==> config.mk <==
export PLATFORM = sky130hd
export DESIGN_NAME = sys1_video_timing_flat
export DESIGN_NICKNAME = d
export VERILOG_FILES = /design/src/rtl/sys1_video_timing_if.sv /design/src/rtl/sys1_video_timing.sv /design/src/flat_wrapper.sv
export SDC_FILE = /design/constraint.sdc
export NUM_CORES = 1
export LEC_CHECK = 0
export ABC_CLOCK_PERIOD_IN_PS = 3920
export BUFFER_PORTS_ARGS = -buffer_cell sky130_fd_sc_hd__buf_2
export CAP_MARGIN = 25
export CORE_ASPECT_RATIO = 0.7
export CORE_UTILIZATION = 55
export CTS_CLUSTER_DIAMETER = 200
export DETAILED_ROUTE_END_ITERATION = 7
export PLACE_DENSITY = 0.79
export SLEW_MARGIN = 20
export SYNTH_ARGS = -nofsm -noshare
export SYNTH_HDL_FRONTEND = slang
export SYNTH_SLANG_ARGS = --single-unit
==> constraint.sdc <==
create_clock -name clk48M -period 3.92 [get_ports clk48M]
set_input_delay 0.392 -clock clk48M [delete_from_list [all_inputs] [get_ports clk48M]]
set_output_delay 0.392 -clock clk48M [all_outputs]
set_load 0.01 [all_outputs]
==> src/rtl/sys1_video_timing_if.sv <==
// Raster timing bus between the System 1/2 timing generator and its consumers
// (system top, video block, VGA encoder side).
interface sys1_video_timing_if;
  // No handshake: the master drives a free-running raster; every output is a
  // registered level, PCE/VBIRQ are single-cycle strobes. HOFS is sampled only at frame start.
  logic [3:0] HOFS;
  logic       PCE;
  logic       PCLK;
  logic [8:0] PH;
  logic [8:0] PV;
  logic       HBLK;
  logic       VBLK;
  logic       HSYNC;
  logic       VSYNC;
  logic       VBIRQ;
  logic [7:0] FRAME;

  modport master (
    input  HOFS,
    output PCE, PCLK, PH, PV, HBLK, VBLK, HSYNC, VSYNC, VBIRQ, FRAME
  );

  modport slave (
    output HOFS,
    input  PCE, PCLK, PH, PV, HBLK, VBLK, HSYNC, VSYNC, VBIRQ, FRAME
  );
endinterface

==> src/rtl/sys1_video_timing.sv <==
// Raster timing for the SEGA System 1/2 video pipeline: pixel clock enable,
// PH/PV counters, blanking, sync, vblank interrupt and frame counter on clk48M.
module sys1_video_timing #(
  parameter int CE_DIV   = 8,
  parameter int H_TOTAL  = 384,
  parameter int H_ACTIVE = 256,
  parameter int HS_START = 304,
  parameter int HS_WIDTH = 32,
  parameter int V_TOTAL  = 262,
  parameter int V_ACTIVE = 224,
  parameter int VS_START = 240,
  parameter int VS_WIDTH = 3
) (
  input  logic                  clk48M,
  input  logic                  reset_n,
  sys1_video_timing_if.master   vt
);
  localparam int DW = $clog2(CE_DIV);

  logic [DW-1:0] div;
  logic [3:0]    hofs_l;
  logic          tick;
  logic          line_end;
  logic          frame_end;
  logic [8:0]    ph_n;
  logic [8:0]    pv_n;
  logic [3:0]    hofs_n;
  logic [9:0]    hss;
  logic [10:0]   hse;
  logic          hs_on;
  logic          vs_on;

  // Everything is computed on the next PH/PV so decodes never lag the counters.
  always_comb begin
    tick      = (div == DW'(CE_DIV - 1));
    line_end  = (vt.PH == 9'(H_TOTAL - 1));
    frame_end = line_end && (vt.PV == 9'(V_TOTAL - 1));
    ph_n      = line_end ? 9'd0 : vt.PH + 9'd1;
    pv_n      = vt.PV;
    if (line_end) pv_n = frame_end ? 9'd0 : vt.PV + 9'd1;
    hofs_n    = (ph_n == 9'd0 && pv_n == 9'd0) ? vt.HOFS : hofs_l;
    hss       = 10'(HS_START) + {{6{hofs_n[3]}}, hofs_n};
    hse       = {1'b0, hss} + 11'(HS_WIDTH);
    hs_on     = ({1'b0, ph_n} >= hss) && ({2'b00, ph_n} < hse);
    vs_on     = (pv_n >= 9'(VS_START)) && (pv_n < 9'(VS_START + VS_WIDTH));
  end

  always_ff @(posedge clk48M) begin
    if (!reset_n) begin
      div      <= '0;
      hofs_l   <= 4'd0;
      vt.PCE   <= 1'b0;
      vt.PCLK  <= 1'b0;
      vt.PH    <= 9'd0;
      vt.PV    <= 9'd0;
      vt.HBLK  <= 1'b0;
      vt.VBLK  <= 1'b0;
      vt.HSYNC <= 1'b1;
      vt.VSYNC <= 1'b1;
      vt.VBIRQ <= 1'b0;
      vt.FRAME <= 8'd0;
    end else begin
      div      <= tick ? '0 : div + DW'(1);
      vt.PCE   <= tick;
      vt.PCLK  <= (div >= DW'(CE_DIV / 2));
      vt.VBIRQ <= 1'b0;
      if (tick) begin
        vt.PH    <= ph_n;
        vt.PV    <= pv_n;
        hofs_l   <= hofs_n;
        vt.HBLK  <= (ph_n >= 9'(H_ACTIVE));
        vt.VBLK  <= (pv_n >= 9'(V_ACTIVE));
        vt.HSYNC <= !hs_on;
        vt.VSYNC <= !vs_on;
        vt.VBIRQ <= (ph_n == 9'd0) && (pv_n == 9'(V_ACTIVE));
        if (frame_end) vt.FRAME <= vt.FRAME + 8'd1;
      end
    end
  end
endmodule
==> src/flat_wrapper.sv <==
// flat-port wrapper written by rule: the top's interface ports become plain ports
module sys1_video_timing_flat 
#(
  parameter int CE_DIV   = 8,
  parameter int H_TOTAL  = 384,
  parameter int H_ACTIVE = 256,
  parameter int HS_START = 304,
  parameter int HS_WIDTH = 32,
  parameter int V_TOTAL  = 262,
  parameter int V_ACTIVE = 224,
  parameter int VS_START = 240,
  parameter int VS_WIDTH = 3
)
  (clk48M, reset_n, vt_HOFS, vt_PCE, vt_PCLK, vt_PH, vt_PV, vt_HBLK, vt_VBLK, vt_HSYNC, vt_VSYNC, vt_VBIRQ, vt_FRAME);
  sys1_video_timing_if vt_i ();
  input  logic clk48M;
  input  logic reset_n;
  input wire logic [$bits(vt_i.HOFS)-1:0] vt_HOFS;
  output wire logic [$bits(vt_i.PCE)-1:0] vt_PCE;
  output wire logic [$bits(vt_i.PCLK)-1:0] vt_PCLK;
  output wire logic [$bits(vt_i.PH)-1:0] vt_PH;
  output wire logic [$bits(vt_i.PV)-1:0] vt_PV;
  output wire logic [$bits(vt_i.HBLK)-1:0] vt_HBLK;
  output wire logic [$bits(vt_i.VBLK)-1:0] vt_VBLK;
  output wire logic [$bits(vt_i.HSYNC)-1:0] vt_HSYNC;
  output wire logic [$bits(vt_i.VSYNC)-1:0] vt_VSYNC;
  output wire logic [$bits(vt_i.VBIRQ)-1:0] vt_VBIRQ;
  output wire logic [$bits(vt_i.FRAME)-1:0] vt_FRAME;
  assign vt_i.HOFS = vt_HOFS;
  assign vt_PCE = vt_i.PCE;
  assign vt_PCLK = vt_i.PCLK;
  assign vt_PH = vt_i.PH;
  assign vt_PV = vt_i.PV;
  assign vt_HBLK = vt_i.HBLK;
  assign vt_VBLK = vt_i.VBLK;
  assign vt_HSYNC = vt_i.HSYNC;
  assign vt_VSYNC = vt_i.VSYNC;
  assign vt_VBIRQ = vt_i.VBIRQ;
  assign vt_FRAME = vt_i.FRAME;
  sys1_video_timing #(.CE_DIV(CE_DIV), .H_TOTAL(H_TOTAL), .H_ACTIVE(H_ACTIVE), .HS_START(HS_START), .HS_WIDTH(HS_WIDTH), .V_TOTAL(V_TOTAL), .V_ACTIVE(V_ACTIVE), .VS_START(VS_START), .VS_WIDTH(VS_WIDTH)) u_core (.clk48M(clk48M), .reset_n(reset_n), .vt(vt_i));
endmodule
# --- After elaboration in Yosys (flattened, before gate mapping) ---
# Index checks and enable logic that the tools add are counted.
classes:
  add_sub_neg: 6
  magnitude_cmp: 7
  n_eq_ne: 4
  n_mux: 4
  bitwise_logic: 1
  n_reduce_logical: 12
ops:
  columns: ["op", "n"]
  rows:
  - ["$mux W9", 3]
  - ["$add A9 B1 Y9 const B", 2]
  - ["$eq A9 B9 Y1 const B", 2]
  - ["$ge A9 B8 Y1 const B", 2]
  - ["$logic_not A9 Y1", 2]
  - ["$add A10 B6 Y11 const B", 1]
  - ["$lt A9 B11 Y1", 1]
  - ["$add A9 B10 Y10 const A", 1]
  - ["$ge A9 B10 Y1", 1]
  - ["$eq A9 B8 Y1 const B", 1]
  - ["$ge A9 B9 Y1 const B", 1]
  - ["$lt A9 B8 Y1 const B", 1]
  - ["$add A8 B1 Y8 const B", 1]
  - ["$logic_and A1 B1 Y1", 5]
  - ["$mux W4", 1]
  - ["$reduce_and A2 Y1", 2]
  - ["$add A3 B1 Y3 const B", 1]
  - ["$eq A3 B3 Y1 const B", 1]
  - ["$ge A3 B3 Y1 const B", 1]
  - ["$logic_not A1 Y1", 2]
  - ["$reduce_or A2 Y1", 1]
  - ["$not A1 Y1", 1]
totals:
  regBits: 40
  inputBits: 6
  output_inout_bits: 33
  wordCells: 46

# --- Longest topological paths before layout ---
# Gate-level depths: netlist (run 1).
depth:
  word_depth: 12
  mapped_depth: 15
  depth_no_buf: 14

# --- Worst setup path after synthesis (run 1) ---
# Ideal clock, no wire load.
synth_timing:
  path_kind: "reg2reg"
  from: "register u_core.vt.PH[0]"
  to: "register u_core.vt.HSYNC"
  setup_ns: 0.125
  arrival_ns: 3.446
  required_time_ns: 3.795
  slack_ns: 0.350
  stages_incl_launch_ff: 16
  n_path_buf: 1
  period_less_slack_ns: 3.570
  path_cell_list: "dfxtp_1 ha_1 buf_2 and4b_4 nand2_4 o21a_1 or4_4 nor3_2 mux2i_1 ha_1 nor2b_1 o21a_1 o21a_1 o21ai_0 nor3b_1 a211oi_1"
synth_between:
  elab_chain_cells: 12
  elab_cells_between_ends: 16
  cone_classes: "3 x add/sub; 2 x order compare; 1 x eq/ne; 4 x mux; 6 x reduce/logical"
synth_rtl:
  columns: ["element", "line", "text"]
  rows:
  - ["from (decl)", "sys1_video_timing_if.sv:20", "output PCE, PCLK, PH, PV, HBLK, VBLK, HSYNC, VSYNC, VBIRQ, FRAME"]
  - ["from (signal assigned)", "sys1_video_timing.sv:68", "vt.PH <= ph_n;"]
  - ["parallel branches: the longest is 10 deep, another holds $add A10 B6 Y11", null, null]
  - ["$logic_and A1 B1 Y1 *", "sys1_video_timing.sv:44", "hs_on = ({1'b0, ph_n} >= hss) && ({2'b00, ph_n} < hse);"]
  - ["$logic_not A1 Y1 *", "sys1_video_timing.sv:73", "vt.HSYNC <= !hs_on;"]
  - ["to (signal assigned)", "sys1_video_timing.sv:73", null]
  - ["to (decl)", "sys1_video_timing_if.sv:20", null]
# Mark *: on every way between the ends.
# A chain may end at the register's enable or synchronous reset.

# --- Worst setup path in the final report (run 1) ---
layout_timing:
  from: "register u_core.vt.PV[1]"
  to: "register u_core.vt.HSYNC"
layout_between:
  elab_chain_cells: 12
  elab_cells_between_ends: 14
  cone_classes: "3 x add/sub; 2 x order compare; 1 x eq/ne; 3 x mux; 5 x reduce/logical"
layout_rtl:
  columns: ["element", "line", "text"]
  rows:
  - ["from (decl)", "sys1_video_timing_if.sv:20", null]
  - ["from (signal assigned)", "sys1_video_timing.sv:69", "vt.PV <= pv_n;"]
  - ["parallel branches: the longest is 3 deep, another holds $add A9 B1 Y9", null, null]
  - ["$mux W9 *", "sys1_video_timing.sv:40", "if (line_end) pv_n = frame_end ? 9'd0 : vt.PV + 9'd1;"]
  - ["$logic_not A9 Y1 *", "sys1_video_timing.sv:41", "hofs_n = (ph_n == 9'd0 && pv_n == 9'd0) ? vt.HOFS : hofs_l;"]
  - ["$logic_and A1 B1 Y1 *", "sys1_video_timing.sv:41", null]
  - ["$mux W4 *", "sys1_video_timing.sv:41", null]
  - ["named net u_core.hofs_n[0]", "sys1_video_timing.sv:27", "logic [3:0] hofs_n;"]
  - ["$add A9 B10 Y10 *", "sys1_video_timing.sv:42", "hss = 10'(HS_START) + {{6{hofs_n[3]}}, hofs_n};"]
  - ["$add A10 B6 Y11", "sys1_video_timing.sv:43", "hse = {1'b0, hss} + 11'(HS_WIDTH);"]
  - ["$lt A9 B11 Y1", "sys1_video_timing.sv:44", null]
  - ["$logic_and A1 B1 Y1 *", "sys1_video_timing.sv:44", null]
  - ["$logic_not A1 Y1 *", "sys1_video_timing.sv:73", null]
# Mark *: on every way through the listed nets, which the timed path passes.

==> metrics.yaml, run 1 <==
drtIter0Drc: 196
io_pins: 39
grt_overflow_total: 0
std_cell_rows: 19
seq_power_share_pct: 59.8
grt_pass1_wl_um: 9360
yosys.area.top_type: "dfxtp_1"
first_pass_iters: 4
fin_nets: 337
fin_crit_ns: 3.61
r2r-start: "u_core.vt.PV[1]$_SDFFE_PN0P_"
ys_ff_latch: 40
drt_wl_total_um: 5680
intPower_mw: 0.537
path_clk_slew_ns: 0.07
pre_cts_slack_ns: 0.0525
tightest_slew_ns: 0.758
synthFlopType: "dfxtp_1"
tns_ns: 0
cts_max_level: 2
syn_inst: 285
viasPerCell: 6.03
status: "complete, no violations"
synth_edf_count: 0
antenna_cells: 0
drive_above_1_share_pct: 22.6
yosys-top-cells-count: "dfxtp_1 (40), nor2_1 (31), nand2_1 (26), nand3_1 (15)"
vdd_drop_max_mv: 0.217
fmax_ghz: 0.277
clkSinkCount: 40
synth_area_leaders: "dfxtp_1 (34%), ha_1 (6.4%), nor2_1 (4.9%)"
cp.arrival_ns: 3.83
synth.cell_area_sq_um: 2350
start_util_pct: 58.5
required_ns: 4.13
setup_viol: 0
r2r.worst_path.cells: 15
fillers: 356
cp-start-kind: "flop"
ys_warn_count: 0
fin_ws_ns: 0.306
reg2reg_setup_slack_ns: 0.31
clkPwrFrac_pct: 37.4
place.gp.congestion: 0.916
gr-usage-all-layers_pct: 26.3
maxCapViolations: 0
synth_top_area_share_pct: 34.1
criticalPathCategory: "flop to flop"
rsz0062_at_grt: "false"
dp_hpwl_um: 4030
powerDensity_nw_per_um2: 255
hold_start: "vt_HOFS[0]"
clockRootBuffer: "clkbuf_8"
portBuffers: 38
syn_nets: 303
finalClockSkew_ns: 0.00495
final-max-slew-violation-count: 0
leakage_nw: 1.13
drc: 0
sw_frac_of_total_pct: 22.0
antenna_found_initial: 0
grt_pass1_vias: 1957
pwr-share-comb_pct: 2.8
tritoncts.num_buffers: 5
hold_viol_final: 0
crit_path_max_fanout: 8
core_area_sq_um: 4020
postSynth.asyncResetShare_pct: 0
period_share_pct: 92.2
synth_area_per_cell_sq_um: 8.25
die_w_um: 80.1
die_area_sq_um: 4540
drtAntennaViolNets: 0
vias: 2237
insertion_delay_ns: 0.29
slew_headroom_pct: 49.4
setup.worst_path.start: "u_core.vt.PV[1]$_SDFFE_PN0P_"
wl_per_cell_um: 15.3
synth_cell_types: 49
post-synth-top-count-cell: "dfxtp_1"
hp-class: "primary input to flop"
p_sw_mw: 0.151
crit_path_end_kind: "flop"
syn2layout_area_growth_pct: 14.7
ys_seq_area_share_pct: 34.1
cts_buffer_depth: 2
die_h_um: 56.7
grt_max_degree: 24
cts_tree: "yes"
r2r_end: "u_core.vt.HSYNC$_SDFFE_PN1P_"
hold_path_depth: 3
min_to: "u_core.hofs_l[0]$_SDFFE_PN0P_"
-- power groups by stage --
stage,Sequential [mW],Clock (mW),Combinational [mW]
detailed placement,0.421,0,0.0193
global route,0.411,0.281,0.0214
floorplan,0.421,0,0.0111
global placement,0.420,0,0.0180
CTS,0.411,0.267,0.0191
finish,0.411,0.257,0.0192
-- how the worst max path moves through the flow --
stage | to | slack [ns]
after CTS | u_core.vt.HSYNC$_SDFFE_PN1P_ | 0.02
final | u_core.vt.HSYNC$_SDFFE_PN1P_ | 0.31
after detailed placement | u_core.vt.HSYNC$_SDFFE_PN1P_ | 0.05
after global placement | u_core.vt.HSYNC$_SDFFE_PN1P_ | 0.32
after floorplan | u_core.vt.HSYNC$_SDFFE_PN1P_ | 0.35
after global routing | u_core.vt.HSYNC$_SDFFE_PN1P_ | 0.02
-- flip-flops by register name, indices dropped and copies added (netlist names) --
signal           cells
u_core.div           3
u_core.vt.PCE        1
u_core.vt.HBLK       1
u_core.vt.VBLK       1
u_core.hofs_l        4
u_core.vt.HSYNC      1
u_core.vt.PH         9
u_core.vt.PCLK       1
u_core.vt.VSYNC      1
u_core.vt.VBIRQ      1
u_core.vt.FRAME      8
u_core.vt.PV         9
-- kinds of logic (layout without fill, tap and decap cells) --
logic type | count (synthesis) | count (layout) | share of synthesized area [%]
AOI/OAI and AO/OA | 48 | 48 | 13.0
xor gates and xnor gates | 21 | 21 | 7.82
adders and majority gates | 12 | 12 | 6.39
buffers and inverters | 24 | 58 | 4.36
DFF | 40 | 40 | 34.1
muxes | 11 | 11 | 4.79
and+or+nand+nor | 129 | 129 | 29.6
-- critical path, cell delays in order, from the launching register on --
cell and delay [ns]:
dfxtp_1 0.45, ha_2 0.30, nand3_1 0.23, nor4_2 0.35, xnor2_1 0.21, o2111ai_1 0.22
nor3_2 0.31, buf_4 0.19, mux2_2 0.33, ha_1 0.20, nor2b_1 0.14, o21a_1 0.12
o21a_1 0.09, o21ai_0 0.08, nor3b_1 0.15, a211oi_1 0.15
-- placed cells by master (no fill, tap or decap), types with 3 or more instances in the layout --
cell type	n
buf_2	38
dfxtp_1	34
nor2_1	31
nand2_1	26
nand3_1	15
xor2_1	12
a21oi_1	11
o21ai_0	10
nor3_1	10
ha_1	10
nand4_1	9
xnor2_1	9
mux2i_1	9
inv_1	8
dfxtp_2	6
and3_1	5
clkbuf_8	5
buf_4	5
a31oi_1	4
o21a_1	4
a211oi_1	4
nand4b_1	3
o31ai_1	3
or4_1	3
a21o_1	3
-- cell type report --
cell class,count,area [sq um],area share [%]
clock buffers,6,72.6,2.69
clock inverters,1,5.00,0.186
flip-flops and latches,40,808,30.0
repair buffers,43,228,8.45
well taps,52,65.1,2.41
multi-input cells,221,1490,55.2
inverters,8,30.0,1.11
-- metal layers --
metal	GRT usage [%]	routed length (um)	vias to the layer above
li1	-	-	1090
met1	37.4	2770	1051
met2	37.7	2420	86
met3	8.46	427	10
met4	7.14	61	0
met5	0	0	-
-- through the flow --
step                      total power, mW  util [%]  hold slack [ns]  cell area [sq um]  instances
after floorplan                     0.432         -            0.417               2350        285
after global placement              0.438      63.8            0.431               2560        363
after detailed placement            0.440      63.8            0.444               2560        363
after CTS                           0.697      65.7            0.352               2640        370
after global routing                0.714      67.1            0.349               2700        371
final                               0.688      67.1            0.359               2700        371
-- timing repair --
item	CTS	global route
gates resized for setup	0	13
setup buffers	0	1
endpoints found under the setup margin	0	1
hold buffers	0	0
Power figures use the tool's default switching activity.
==> run 2: changes to the inputs <==
- ABC_AREA: unset -> 1
- ABC_CLOCK_PERIOD_IN_PS: 3920 -> 3400
- CORE_MARGIN: unset -> 2
- clock period: 3.92 -> 3.4 ns (I/O delays scaled with it)
==> run 2 against run 1 <==
Via count increased by 2.4%; critical endpoint unchanged; critical path type unchanged; clock power is 51% higher; largest cell class unchanged; first-iteration DRC count down 2.0%; combinational power rose by 18%; critical path depth up 3.
==> metrics.yaml, run 2 <==
reg.largest.list: "u_core.vt.PH (9), u_core.vt.PV (9), u_core.vt.FRAME (8)"
slew_headroom_pct: 57.7  # +8.3 points
crit_chain: "ha_2 > nand3_4 > nor2_8 > nand2_1 > o21ai_0 > nand3_1 > inv_1 > nand3_2 > nand2_1 > nand2_1 > ha_1 > a21oi_1 > o21ai_0 > nand3_1 > nand2_1 > nor2_1 > o211ai_1 > o22a_1"
required_ns: 3.59  # -0.54 ns
io_pins: 39  # unchanged
viasPerCell: 5.26  # -13%
antenna_cells: 0  # unchanged
crit_buf_inv: 1  # unchanged
drive_above_1_share_pct: 19.6  # -3.0 points
synth_cell_types: 35  # -29%
ys_warn_count: 0  # unchanged
place.gp.congestion: 0.909  # -0.79%
leakage_nw: 1.35  # +19%
finalClockSkew_ns: 0.00431  # -0.000638 ns
hold_ws_ns: 0.336  # -0.0233 ns
synth_area_leaders: "dfxtp_1 (34%), nand2_1 (14%), inv_1 (8.5%)"
clkPwrFrac_pct: 43.8  # +6.4 points
insertion_delay_ns: 0.30  # about the same
cts_buffer_depth: 2  # unchanged
r2r.worst_path.cells: 18  # +3
synth_top_area_share_pct: 33.6  # -0.46 points
ys_seq_area_share_pct: 33.6  # -0.46 points
final-max-slew-violation-count: 0  # unchanged
pwr-share-comb_pct: 2.6  # -0.2 points
grt_pass1_vias: 1977  # +1.0%
die_w_um: 82.7  # +3.2%
ys_ff_latch: 40  # unchanged
cp-start-kind: "flop"
tritoncts.num_buffers: 5  # unchanged
cts_tree: "yes"
sw_frac_of_total_pct: 21.1  # -0.84 points
fin_nets: 400  # +19%
hold_path_depth: 3  # unchanged
drc: 0  # unchanged
fillers: 366  # +2.8%
core_area_sq_um: 4040  # +0.59%
start_util_pct: 59.0  # +0.46 points
layout_common_cells: "nand2_1 (87), inv_1 (54), buf_2 (38), dfxtp_1 (38), nor2_1 (34)"
final_area_sq_um: 2730  # +1.3%
status: "complete, no violations"
yosys-top-cells-count: "nand2_1 (87), inv_1 (54), dfxtp_1 (40), nor2_1 (34)"
synthFlopType: "dfxtp_1"
vias: 2290  # +2.4%
antenna_found_initial: 0  # unchanged
critical_path.top_delay_family: "simple AND/OR/NAND/NOR gates"
setup_viol: 0  # unchanged
hold_buffers: 0  # unchanged
portBuffers: 38  # unchanged
criticalPathCategory: "flop to flop"
syn_nets: 359  # +18%
synth_edf_count: 0  # unchanged
drt_wl_total_um: 5500  # -3.1%
cp_common_cell: "nand2_1"
post-synth-top-count-cell: "nand2_1"
die_h_um: 59.1  # +4.2%
vdd_drop_max_mv: 0.280  # +29%
maxCapViolations: 0  # unchanged
clockRootBuffer: "clkbuf_8"
fmax_ghz: 0.321  # +16%
clkSinkCount: 40  # unchanged
cts_max_level: 2  # unchanged
crit_path_end_kind: "flop"
period_share_pct: 91.5  # -0.65 points
drtIter0Drc: 192  # -2.0%
place_area_sq_um: 2620  # +2.2%
syn2layout_area_growth_pct: 14.6  # about the same
grt_overflow_total: 0  # unchanged
synth_area_per_cell_sq_um: 6.99  # -15%
fin_ws_ns: 0.288  # -0.0184 ns
die_area_sq_um: 4880  # +7.5%
grt_max_degree: 21  # -13%
syn_inst: 341  # +20%
powerDensity_nw_per_um2: 323  # +27%
postSynth.asyncResetShare_pct: 0  # unchanged
worstSetupPathDepth: 18  # +3
intPower_mw: 0.697  # +30%
std_cell_rows: 19  # unchanged
yosys.area.top_type: "dfxtp_1"
p_sw_mw: 0.187  # +24%
fin_crit_ns: 3.11  # -0.502 ns
final_common_cell: "nand2_1"
post_cts_buffers: 0  # unchanged
wl_per_cell_um: 12.6  # -17%
dp_hpwl_um: 4150  # +3.0%
hold_viol_final: 0  # unchanged
crit_path_max_fanout: 6  # -2
drtAntennaViolNets: 0  # unchanged
slowest_stage: "dfxtp_2"
tns_ns: 0  # unchanged
rsz0062_at_grt: "false"
gr-usage-all-layers_pct: 24.5  # -1.7 points
path_clk_slew_ns: 0.08  # about the same
seq_power_share_pct: 53.6  # -6.2 points
cpPeakStageDelay_ns: 0.39  # -0.06 ns
synth.cell_area_sq_um: 2380  # +1.4%
cp.arrival_ns: 3.30  # -0.53 ns
hp-class: "primary input to flop"
tightest_slew_ns: 0.634  # -0.124 ns
pre_cts_slack_ns: 0.319  # +0.266 ns
grt_pass1_wl_um: 9080  # -2.9%
first_pass_iters: 5  # +1
finalPower_mw: 0.884  # +29%
-- run 2: area by class of cell --
type	count	area, sq um	area share [%]
tap	52	65.1	2.38
inverter	56	215	7.88
multi-input combinational	240	1340	49.2
timing repair buffer	39	198	7.23
clock buffer	6	72.6	2.66
clock inverter	2	35.0	1.28
sequential	40	803	29.4
-- run 2: metrics by stage --
stage / cells / utilization (%)
after CTS: 435 / 67.5
after global placement: 427 / 64.8
after global routing: 435 / 67.6
after detailed placement: 427 / 64.8
after floorplan: 341 / -
final: 435 / 67.6
-- run 2: what timing repair did --
| action | CTS | global route |
|---|---|---|
| hold endpoints to repair | 0 | 0 |
| gates resized for setup | 0 | 3 |
| setup endpoints to repair | 0 | 1 |
-- run 2: cell families (layout without fill, tap and decap cells) --
family / Yosys count / in the layout / synth area share [%]
and+or+nand+nor: 179 / 179 / 37.7
xor gates and xnor gates: 3 / 3 / 1.10
AOI/OAI and AO/OA: 46 / 46 / 11.2
adders and majority gates: 12 / 12 / 6.30
DFF: 40 / 40 / 33.6
buffers and inverters: 61 / 103 / 10.1
-- run 2: worst paths after layout --
check                                    start                            to  slack (ns)
setup / recovery  u_core.vt.PH[0]$_SDFFE_PN0P_  u_core.vt.HSYNC$_SDFFE_PN1P_        0.29
hold / removal                         reset_n     u_core.vt.PCLK$_SDFF_PN0_        0.34
setup reg to reg  u_core.vt.PH[0]$_SDFFE_PN0P_  u_core.vt.HSYNC$_SDFFE_PN1P_        0.29
hold reg to reg       u_core.div[2]$_SDFF_PP0_     u_core.vt.PCLK$_SDFF_PN0_        0.44
-- run 2: metal layers --
layer	routed length (um)	track usage, %
met1	2840	36.9
met2	2170	33.8
met3	420	6.71
met4	76	7.73
met5	0	0
-- run 2: power groups by stage --
stage / combinational (mW) / clock (mW) / sequential, mW
2_1_floorplan: 0.0132 / 0 / 0.485
3_3_place_gp: 0.0223 / 0 / 0.485
3_5_place_dp: 0.0226 / 0 / 0.485
4_1_cts: 0.0227 / 0.391 / 0.474
5_1_grt: 0.0265 / 0.413 / 0.474
6_report: 0.0226 / 0.387 / 0.474
-- run 2: tightest hold or removal path: cells and delay by family --
kind | cells | cell delay [ns]
buffers and inverters | 2 | 0.18
AND/OR/NAND/NOR | 1 | 0.07
==> run 3: changes to the inputs <==
- CORE_UTILIZATION: 55 -> 40
- PLACE_DENSITY: 0.79 -> 0.61
==> run 3 against run 2 <==
Power decreased by 5.6%; worst hold slack improved by 0.0030 ns; sequential power about the same; largest cell class unchanged; first-iteration DRC count decreased by 52%; register-to-register slack improved by 0.07 ns; design area increased by 0.46%; routed wire length increased by 5.1%; maximum frequency increased by 2.3%.
==> metrics.yaml, run 3 (same netlist as run 2, synthesis figures left out) <==
status: "complete, no violations"
place.gp.congestion: 0.827  # -9.0%
io_pins: 39  # unchanged
grt_pass1_vias: 1889  # -4.5%
finish.utilization_pct: 47.9  # -20 points
period_share_pct: 89.4  # -2.1 points
drt_wl_total_um: 5780  # +5.1%
antenna_found_initial: 0  # unchanged
dp_hpwl_um: 4420  # +6.5%
final-max-slew-violation-count: 0  # unchanged
grt_pass1_wl_um: 9110  # +0.37%
cts_tree: "yes"
fin_nets: 400  # unchanged
tns_ns: 0  # unchanged
die_area_sq_um: 6600  # +35%
criticalPathCategory: "flop to flop"
grt_overflow_total: 0  # unchanged
cts_buffer_depth: 2  # unchanged
rsz0062_at_grt: "false"
layout_common_cells: "nand2_1 (87), inv_1 (54), dfxtp_1 (39), buf_2 (38), nor2_1 (34)"
cts_max_level: 2  # unchanged
fin_crit_ns: 3.04  # -0.0710 ns
antenna_cells: 0  # unchanged
die_w_um: 96.3  # +16%
hp-class: "primary input to flop"
required_ns: 3.59  # about the same
drc: 0  # unchanged
insertion_delay_ns: 0.30  # about the same
vdd_drop_max_mv: 0.151  # -46%
viasPerCell: 4.92  # -6.5%
clkSinkCount: 40  # unchanged
gr-usage-all-layers_pct: 18.6  # -5.9 points
post_cts_buffers: 0  # unchanged
path_clk_slew_ns: 0.08  # about the same
maxCapViolations: 0  # unchanged
cp-start-kind: "flop"
reg2reg_setup_slack_ns: 0.36  # +0.07 ns
hold_viol_final: 0  # unchanged
drive_above_1_share_pct: 19.6  # unchanged
drtIter0Drc: 92  # -52%
vias: 2254  # -1.6%
wl_per_cell_um: 12.6  # -0.17%
clockRootBuffer: "clkbuf_8"
reg.largest.list: "u_core.vt.PH (9), u_core.vt.PV (9), u_core.vt.FRAME (8)"
die_h_um: 68.6  # +16%
portBuffers: 38  # unchanged
slew_headroom_pct: 55.6  # -2.1 points
drtAntennaViolNets: 0  # unchanged
powerDensity_nw_per_um2: 304  # -6.1%
start_util_pct: 41.6  # -17 points
crit_path_max_fanout: 10  # +4
fmax_ghz: 0.329  # +2.3%
finalClockSkew_ns: 0.00773  # +0.00342 ns
core_area_sq_um: 5730  # +42%
grt_max_degree: 21  # unchanged
cp.arrival_ns: 3.24  # -0.06 ns
leakage_nw: 1.34  # -0.36%
final_common_cell: "nand2_1"
tritoncts.num_buffers: 5  # unchanged
crit_path_end_kind: "flop"
first_pass_iters: 4  # -1
setup_viol: 0  # unchanged
std_cell_rows: 23  # +4
syn2layout_area_growth_pct: 15.2
tightest_slew_ns: 0.666  # +0.0313 ns
run 3: changes by cell type in the layout (fill, tap and decap cells not counted), sizes merged:
| cell | previous run | this run |
|---|---|---|
| bufinv | 1 | 0 |
| clkinv | 2 | 3 |
run 3: routing by layer:
layer,share of wire (%),track usage [%],up-vias
met3,6.4,4.35,5
met4,1.1,6.96,0
li1,-,-,1190
met5,0,0,-
met1,54,28.4,993
met2,39,24.8,66
run 3: area by class of cell:
type                            instances  area (sq um)
Sequential cell                        40           802
Clock buffer                            6          82.6
Fill cell                             582          2980
Multi-Input combinational cell        240          1340
Inverter                               56           215
Tap cell                               75          93.8
Clock inverter                          2          10.0
Timing Repair Buffer                   39           198
run 3: per-stage QoR:
step	hold slack (ns)	total power, mW	cells	setup WS (ns)	instance area [sq um]
after floorplan	0.411	0.498	341	0.608	2380
final	0.339	0.834	458	0.359	2750
after global routing	0.362	0.861	458	0.00432	2750
after CTS	0.333	0.838	458	0.251	2740
after detailed placement	0.442	0.509	450	0.283	2650
after global placement	0.431	0.508	450	0.375	2650
run 3: worst paths after layout:
check                                      from                              end  cells after the start
setup reg to reg   u_core.vt.PH[0]$_SDFFE_PN0P_     u_core.vt.HSYNC$_SDFFE_PN1P_                     20
hold reg to reg   u_core.hofs_l[1]$_SDFFE_PN0P_    u_core.hofs_l[1]$_SDFFE_PN0P_                      2
hold / removal                          reset_n  u_core.vt.FRAME[0]$_SDFFE_PN0P_                      3
setup / recovery   u_core.vt.PH[0]$_SDFFE_PN0P_     u_core.vt.HSYNC$_SDFFE_PN1P_                     20
run 3: report_power, final:
part | internal [mW] | leakage [nW] | switching [mW]
clock | 0.162 | 0.0510 | 0.174
combinational | 0.00786 | 0.967 | 0.0158
sequential | 0.472 | 0.323 | 0.00217
total | 0.642 | 1.34 | 0.192
run 3: what timing repair did:
action / CTS / global route
gates resized for setup: 0 / 3
hold buffers: 0 / 0
endpoints found under the setup margin: 0 / 1
run 3: worst max-delay path: stages, from the launching register on:
cell,delay [ns]
dfxtp_1,0.42
ha_2,0.26
nand3_4,0.12
nor2_8,0.17
nand2_8,0.12
nor2_8,0.14
a21oi_2,0.07
nor2_1,0.10
nand2_1,0.09
nor2_4,0.16
nand3_2,0.09
nand2_1,0.08
nand2_1,0.07
ha_1,0.31
a21oi_1,0.14
o21ai_0,0.09
nand3_1,0.08
nand2_1,0.06
nor2_1,0.09
o211ai_1,0.10
o22a_1,0.17
